## src/rtl/vga_fb_scheduler_pkg.sv

```systemverilog
// Shared constants, state/grant encodings and the row-base address helper for the
// framebuffer time-slot scheduler.
package vga_fb_scheduler_pkg;

    localparam int ADDR_W      = 15;
    localparam int PIX_W       = 3;
    localparam int FB_W        = 200;
    localparam int FB_H        = 150;
    localparam int SCANOUT_LAT = 3;

    localparam logic [10:0]       H_ACTIVE  = 11'd800;
    localparam logic [9:0]        V_ACTIVE  = 10'd600;
    localparam logic [ADDR_W-1:0] FB_WORDS  = 15'(FB_W * FB_H);
    localparam logic [ADDR_W-1:0] CLR_LAST  = FB_WORDS - 15'd1;
    localparam logic [1:0]        SCAN_SLOT = 2'd0;

    typedef enum logic [0:0] {
        ST_IDLE  = 1'b0,
        ST_CLEAR = 1'b1
    } clr_state_e;

    typedef enum logic [2:0] {
        GNT_NONE  = 3'd0,
        GNT_SCAN  = 3'd1,
        GNT_CLEAR = 3'd2,
        GNT_WR    = 3'd3,
        GNT_RD    = 3'd4
    } grant_e;

    // row * 200 built from shifts so no multiplier is inferred: 128 + 64 + 8.
    function automatic logic [ADDR_W-1:0] row_base(input logic [7:0] row);
        logic [ADDR_W-1:0] r;
        r = {7'd0, row};
        return (r << 7) + (r << 6) + (r << 3);
    endfunction

endpackage

```

## src/rtl/vga_fb_scheduler_sync_delay.sv

```systemverilog
// Fixed-depth shift register that lines sync and active flags up with the
// read-return latency of the scanout path.
module vga_fb_scheduler_sync_delay #(
    parameter int DEPTH = 3,
    parameter int W     = 3
) (
    input  logic         clk,
    input  logic         rstn,
    input  logic [W-1:0] d,
    output logic [W-1:0] q
);

    logic [W-1:0] pipe [DEPTH];

    always_ff @(posedge clk) begin
        if (!rstn) begin
            for (int i = 0; i < DEPTH; i++) pipe[i] <= '0;
        end else begin
            pipe[0] <= d;
            for (int i = 1; i < DEPTH; i++) pipe[i] <= pipe[i-1];
        end
    end

    assign q = pipe[DEPTH-1];

endmodule

```

## src/rtl/vga_fb_scheduler.sv

```systemverilog
// Shares one single-port framebuffer RAM between VGA scanout (slot 0 of every
// active 4-pixel group), the hardware clear engine and a host read/write port.
module vga_fb_scheduler
    import vga_fb_scheduler_pkg::*;
(
    input  logic              clk50,
    input  logic              rstn,
    input  logic [10:0]       hst,
    input  logic [9:0]        vst,
    input  logic              hsync_in,
    input  logic              vsync_in,
    input  logic              wr_valid,
    output logic              wr_ready,
    input  logic [ADDR_W-1:0] wr_addr,
    input  logic [PIX_W-1:0]  wr_data,
    input  logic              rd_valid,
    output logic              rd_ready,
    input  logic [ADDR_W-1:0] rd_addr,
    output logic              rd_data_valid,
    output logic [PIX_W-1:0]  rd_data,
    input  logic              clr_req,
    input  logic [PIX_W-1:0]  clr_color,
    output logic              clr_busy,
    output logic              mem_en,
    output logic              mem_we,
    output logic [ADDR_W-1:0] mem_addr,
    output logic [PIX_W-1:0]  mem_wdata,
    input  logic [PIX_W-1:0]  mem_rdata,
    output logic [PIX_W-1:0]  rgb,
    output logic              hsync,
    output logic              vsync,
    output clr_state_e        dbg_state
);

    clr_state_e        state, nxt_state;
    grant_e            gnt;
    logic [ADDR_W-1:0] clr_cnt;
    logic [PIX_W-1:0]  clr_col;
    logic              rr_rd;
    logic              active, scan, free, host_slot;
    logic              clr_go, clr_last, wr_go, rd_go;
    logic [ADDR_W-1:0] scan_addr;
    logic              scan_d1, scan_d2;
    logic              rd_p1, rd_p2, rd_oob1, rd_oob2;
    logic [PIX_W-1:0]  pix;
    logic [2:0]        dly_q;
    logic              active_d;

    assign active    = (hst < H_ACTIVE) && (vst < V_ACTIVE);
    assign scan      = active && (hst[1:0] == SCAN_SLOT);
    assign free      = !scan;
    assign scan_addr = row_base(vst[9:2]) + {6'd0, hst[10:2]};

    // Handshake: a transfer happens in the cycle where valid && ready. Ready is a
    // function of slot, active, clear state and the rr pointer only, never of
    // valid, and at most one of wr_ready/rd_ready is high in any cycle.
    assign host_slot = rstn && free && (state == ST_IDLE);
    assign wr_ready  = host_slot && !rr_rd;
    assign rd_ready  = host_slot && rr_rd;
    assign wr_go     = wr_valid && wr_ready;
    assign rd_go     = rd_valid && rd_ready;
    assign clr_go    = free && (state == ST_CLEAR);
    assign clr_last  = clr_go && (clr_cnt == CLR_LAST);

    assign clr_busy  = (state == ST_CLEAR);
    assign dbg_state = state;

    always_ff @(posedge clk50) begin
        if (!rstn) state <= ST_IDLE;
        else       state <= nxt_state;
    end

    always_comb begin
        nxt_state = state;
        case (state)
            ST_IDLE:  if (clr_req)  nxt_state = ST_CLEAR;
            ST_CLEAR: if (clr_last) nxt_state = ST_IDLE;
            default:  nxt_state = ST_IDLE;
        endcase
    end

    always_comb begin
        gnt = GNT_NONE;
        if (scan)        gnt = GNT_SCAN;
        else if (clr_go) gnt = GNT_CLEAR;
        else if (wr_go)  gnt = GNT_WR;
        else if (rd_go)  gnt = GNT_RD;
    end

    always_ff @(posedge clk50) begin
        if (!rstn) begin
            clr_cnt   <= '0;
            clr_col   <= '0;
            rr_rd     <= 1'b0;
            mem_en    <= 1'b0;
            mem_we    <= 1'b0;
            mem_addr  <= '0;
            mem_wdata <= '0;
            scan_d1   <= 1'b0;
            scan_d2   <= 1'b0;
            rd_p1     <= 1'b0;
            rd_p2     <= 1'b0;
            rd_oob1   <= 1'b0;
            rd_oob2   <= 1'b0;
            pix       <= '0;
        end else begin
            if (state == ST_IDLE && clr_req) begin
                clr_cnt <= '0;
                clr_col <= clr_color;
            end else if (clr_go) begin
                clr_cnt <= clr_cnt + 15'd1;
            end

            // Pointer flips on every host-eligible slot, so a lone requester is
            // served at least every second free slot and two requesters alternate.
            if (host_slot) rr_rd <= !rr_rd;

            mem_en <= 1'b0;
            mem_we <= 1'b0;
            case (gnt)
                GNT_SCAN: begin
                    mem_en   <= 1'b1;
                    mem_addr <= scan_addr;
                end
                GNT_CLEAR: begin
                    mem_en    <= 1'b1;
                    mem_we    <= 1'b1;
                    mem_addr  <= clr_cnt;
                    mem_wdata <= clr_col;
                end
                GNT_WR: if (wr_addr < FB_WORDS) begin
                    mem_en    <= 1'b1;
                    mem_we    <= 1'b1;
                    mem_addr  <= wr_addr;
                    mem_wdata <= wr_data;
                end
                GNT_RD: if (rd_addr < FB_WORDS) begin
                    mem_en   <= 1'b1;
                    mem_addr <= rd_addr;
                end
                default: ;
            endcase

            scan_d1 <= scan;
            scan_d2 <= scan_d1;
            if (scan_d2) pix <= mem_rdata;

            rd_p1   <= rd_go;
            rd_oob1 <= rd_go && (rd_addr >= FB_WORDS);
            rd_p2   <= rd_p1;
            rd_oob2 <= rd_oob1;
        end
    end

    assign rd_data_valid = rd_p2;
    assign rd_data       = (rd_p2 && !rd_oob2) ? mem_rdata : '0;

    vga_fb_scheduler_sync_delay #(
        .DEPTH (SCANOUT_LAT),
        .W     (3)
    ) u_sync_delay (
        .clk  (clk50),
        .rstn (rstn),
        .d    ({hsync_in, vsync_in, active}),
        .q    (dly_q)
    );

    assign hsync    = dly_q[2];
    assign vsync    = dly_q[1];
    assign active_d = dly_q[0];
    assign rgb      = active_d ? pix : '0;

endmodule

```

## config.mk

```make
export PLATFORM = sky130hd
export DESIGN_NAME = vga_fb_scheduler
export DESIGN_NICKNAME = d
export VERILOG_FILES = /design/src/rtl/vga_fb_scheduler_pkg.sv /design/src/rtl/vga_fb_scheduler_sync_delay.sv /design/src/rtl/vga_fb_scheduler.sv
export SDC_FILE = /design/constraint.sdc
export NUM_CORES = 1
export LEC_CHECK = 0
export BUFFER_PORTS_ARGS = -buffer_cell sky130_fd_sc_hd__buf_2
export CAP_MARGIN = 30
export CORE_ASPECT_RATIO = 2
export CORE_MARGIN = 2
export CORE_UTILIZATION = 30
export DETAILED_ROUTE_END_ITERATION = 10
export PLACE_DENSITY_LB_ADDON = 0.2
export SETUP_SLACK_MARGIN = 0.1
export SYNTH_ARGS = -nofsm -noshare
export SYNTH_HDL_FRONTEND = slang
export SYNTH_HIERARCHICAL = 1
export SYNTH_SLANG_ARGS = --single-unit
```

## constraint.sdc

```tcl
create_clock -name clk50 -period 3.8 [get_ports clk50]
set_input_delay 0.57 -clock clk50 [delete_from_list [all_inputs] [get_ports clk50]]
set_output_delay 0.57 -clock clk50 [all_outputs]
set_load 0.03 [all_outputs]
```

==> reports/results.tsv <==
metric	value	unit
CP arrival	3.50	ns
kind of critical path	input pin to register	
Final ANT Viol Nets	0	
leading area contributor after synthesis	dfxtp_1	
worst slew pin tran	0.943	ns
final-report setup violation count	0	
Cell Pwr Density	479	mW/mm2
net count after synthesis	492	
complex-gate fraction of the synthesized area	0.221	
GR Util met2	0.342	
postcts setup bufs	0	
flops & latches, synth	58	
setup TNS after final layout	0	ns
final period utilization	0.854	
P&R area growth vs syn	25.6	%
PortBufs	97	
post-synthesis simple-gate area fraction	0.166	
Top FF cell, synth	dfxtp_1	
CP top delay family	adder cells	
synthesized area	0.00350	mm2
global-route wire length before repair	16600	um
Final Critical Period	3.25	ns
Rows	55	
VDD IR max	0.216	mV
Min-Delay Path Class	register to register	
WL/cell	17.0	um
Hold-fix buffers, CTS	0	
most used routing layer	met2	
Cell Count, Final, Fillers Out	627	
Final Cell Area	0.00440	mm2
CP Cell Sequence	buf_2, fa_1, inv_1, fa_1, inv_1, ha_1, nand3_1, o211ai_1, o21ai_0, a211o_1, a22oi_1, o2bb2ai_2	
Die Y-Extent	157	um
placed insts	611	
Root Driver	clkbuf_16	
final wirelength	10700	um
Placement Cell Area	0.00407	mm2
Post-Synth Adder-Cell Area	0.146	
mux share of post-synthesis cell area	0.0347	
RSZ-0062 raised after global routing	false	
Core ar.	0.0114	mm2
GRT met1 Usage	0.174	
largest net degree at the start of global routing	36	
final hold vios	0	
Seq/Total Area, Yosys	0.332	
Avg Synthesized Cell Area	9.00	um2
Slowest cell on crit path	fa_1	
main combinational cell family by area after synthesis	compound AO/OA/AOI/OAI gates	
Required @ worst endpoint	4.06	ns
fmax	308	MHz
XOR/XNOR Fraction of Synth Area	0.0500	
Syn Inst Count	389	
largest cells by area after synthesis	dfxtp_1 (33%), ha_1 (10%), fa_1 (4.6%)	
critical path endpoint category	register	
Setup Skew	0.00729	ns
Die W	80.4	um
I/O pin count	100	
Final WS setup	0.554	ns
number of global-route vias before repair	3239	
Leak	1.92	nW
Tot Pwr	0.00211	W
delay of the slowest critical-path stage	0.54	ns
element type at the critical path start	input pin	
CP Buf/Inv Count	3	
total grt overflow	0	
Final Wtd Congestion	0.913	
clock sinks	58	
CTS tree	done	
met3 Use GR	0.0283	
outcome	finished clean	
Final Max Tran Viols	0	
clock slew at reported path FFs	0.05	ns
CP Max Fanout	5	
Synth Warn #	6	
vias after detailed routing	3196	
Resize count post-CTS	0	
initial antenna violation count	0	
DP HPWL	8610	um
Slew headroom	0.370	
EDFF count, synth	0	
post-synth top area share	0.332	
Async S/R FF share, synth	0	
Max-Cap Viols	0	
Skew-Pair Late Insertion Delay	0.33	ns
DR pass1 iterations	5	
worst slack, placed	0.199	ns
reg2reg setup slack	1.18	ns
total die area	0.0126	mm2
Post-route DRC	0	
Iteration-0 DRC Markers	128	
CTS Buf Count	9	
Initial Util	0.308	
global-route usage over all layers	0.176	
layout cell share with drive strength beyond 1	0.264	
Final nets	583	
Diodes inserted	0	
detail-routed via count per cell	5.10	
Clock Tree Buf Depth	2	
htree depth	3	
Cell variety after synth	53	
## power breakdown
group	internal, W	leakage [nW]	switching, W
registers	0.000648	0.474	0.0000237
clock network	0.000609	0.163	0.000287
logic	0.000211	1.28	0.000326
total	0.00147	1.92	0.000637
## kinds of logic (layout without fill, tap and decap cells)
group | Yosys count | in the layout
XOR/XNOR | 20 | 20
flip-flops | 58 | 58
adder cells (fa/ha/maj) | 36 | 36
AND/OR/NAND/NOR | 117 | 117
multiplexers | 12 | 12
buffers and inverters | 36 | 132
AO/OA/AOI/OAI | 110 | 110
## flip-flops by register name, summed over array words and instances, names as in the netlist
name               count
mem_addr              15
mem_en                 1
mem_we                 1
scan_d2                1
scan_d1                1
u_sync_delay/pipe      9
mem_wdata              3
rd_oob2                1
rd_p1                  1
rr_rd                  1
pix                    3
rd_oob1                1
clr_cnt               15
clr_col                3
clr_busy               1
rd_data_valid          1
## synth_stat cells, types with 4 or more instances
master / number
xnor2_1: 17
dfxtp_1: 58
a22oi_1: 4
ha_1: 28
nand3_1: 8
buf_4: 6
a21oi_1: 22
o211ai_1: 4
o22ai_1: 6
clkbuf_1: 6
nor2_1: 36
mux2i_1: 11
fa_1: 8
and2_1: 21
o21ai_0: 28
inv_1: 16
nand2_1: 20
buf_2: 6
o22a_1: 4
nor4_1: 4
nor3_1: 11
a222oi_1: 7
a22o_1: 8
## worst reg2reg max path, cell delays in order, from the launching register on
cell and delay (ns):
dfxtp_1 0.37, nor2b_1 0.76, o21ai_0 0.33, a21oi_1 0.23, a311o_2 0.50, o211ai_1 0.18, o22ai_1 0.17
## layout make-up
type	instances	area, um2
fill	1215	6960
multi-input combinational	295	2160
sequential	58	1160
timing repair buffer	100	508
clock buffer	12	256
tap	142	178
clock inverter	4	73.8
inverter	16	60.1
## worst paths after layout
path / startpoint / endpoint / cells past startpoint
setup / recovery: hst[9] / mem_addr[12] / 12
hold / removal: u_sync_delay/pipe[0][4] / u_sync_delay/pipe[0][7] / 1
setup reg to reg: rr_rd / mem_addr[14] / 6
hold reg to reg: u_sync_delay/pipe[0][4] / u_sync_delay/pipe[0][7] / 1
## routing by layer
layer	vias to the layer above	wire length, um
li1	1590	-
met1	1497	3760
met2	89	6110
met3	20	447
met4	0	335
met5	-	0
## cells in the final DEF, fill, tap and decap left out, types with 4 or more instances in the layout
master     Yosys  final
a21oi_1       22     22
a222oi_1       7      7
a22o_1         8      8
a22oi_1        4      4
and2_1        21     21
buf_2          6     97
clkbuf_16      0      9
dfxtp_1       58     58
fa_1           8      8
ha_1          28     28
inv_1         16     16
mux2i_1       11     11
nand2_1       20     20
nand3_1        8      8
nor2_1        36     36
nor3_1        11     11
nor4_1         4      4
o211ai_1       4      4
o21ai_0       28     28
o22a_1         4      4
o22ai_1        6      6
xnor2_1       17     17
## stage by stage
stage | utilization | hold WS, ns
2_1_floorplan | - | 0.406
3_3_place_gp | 0.358 | 0.409
3_5_place_dp | 0.358 | 0.417
4_1_cts | 0.387 | 0.430
5_1_grt | 0.387 | 0.435
6_report | 0.387 | 0.424
(Power assumes the default switching activity.)
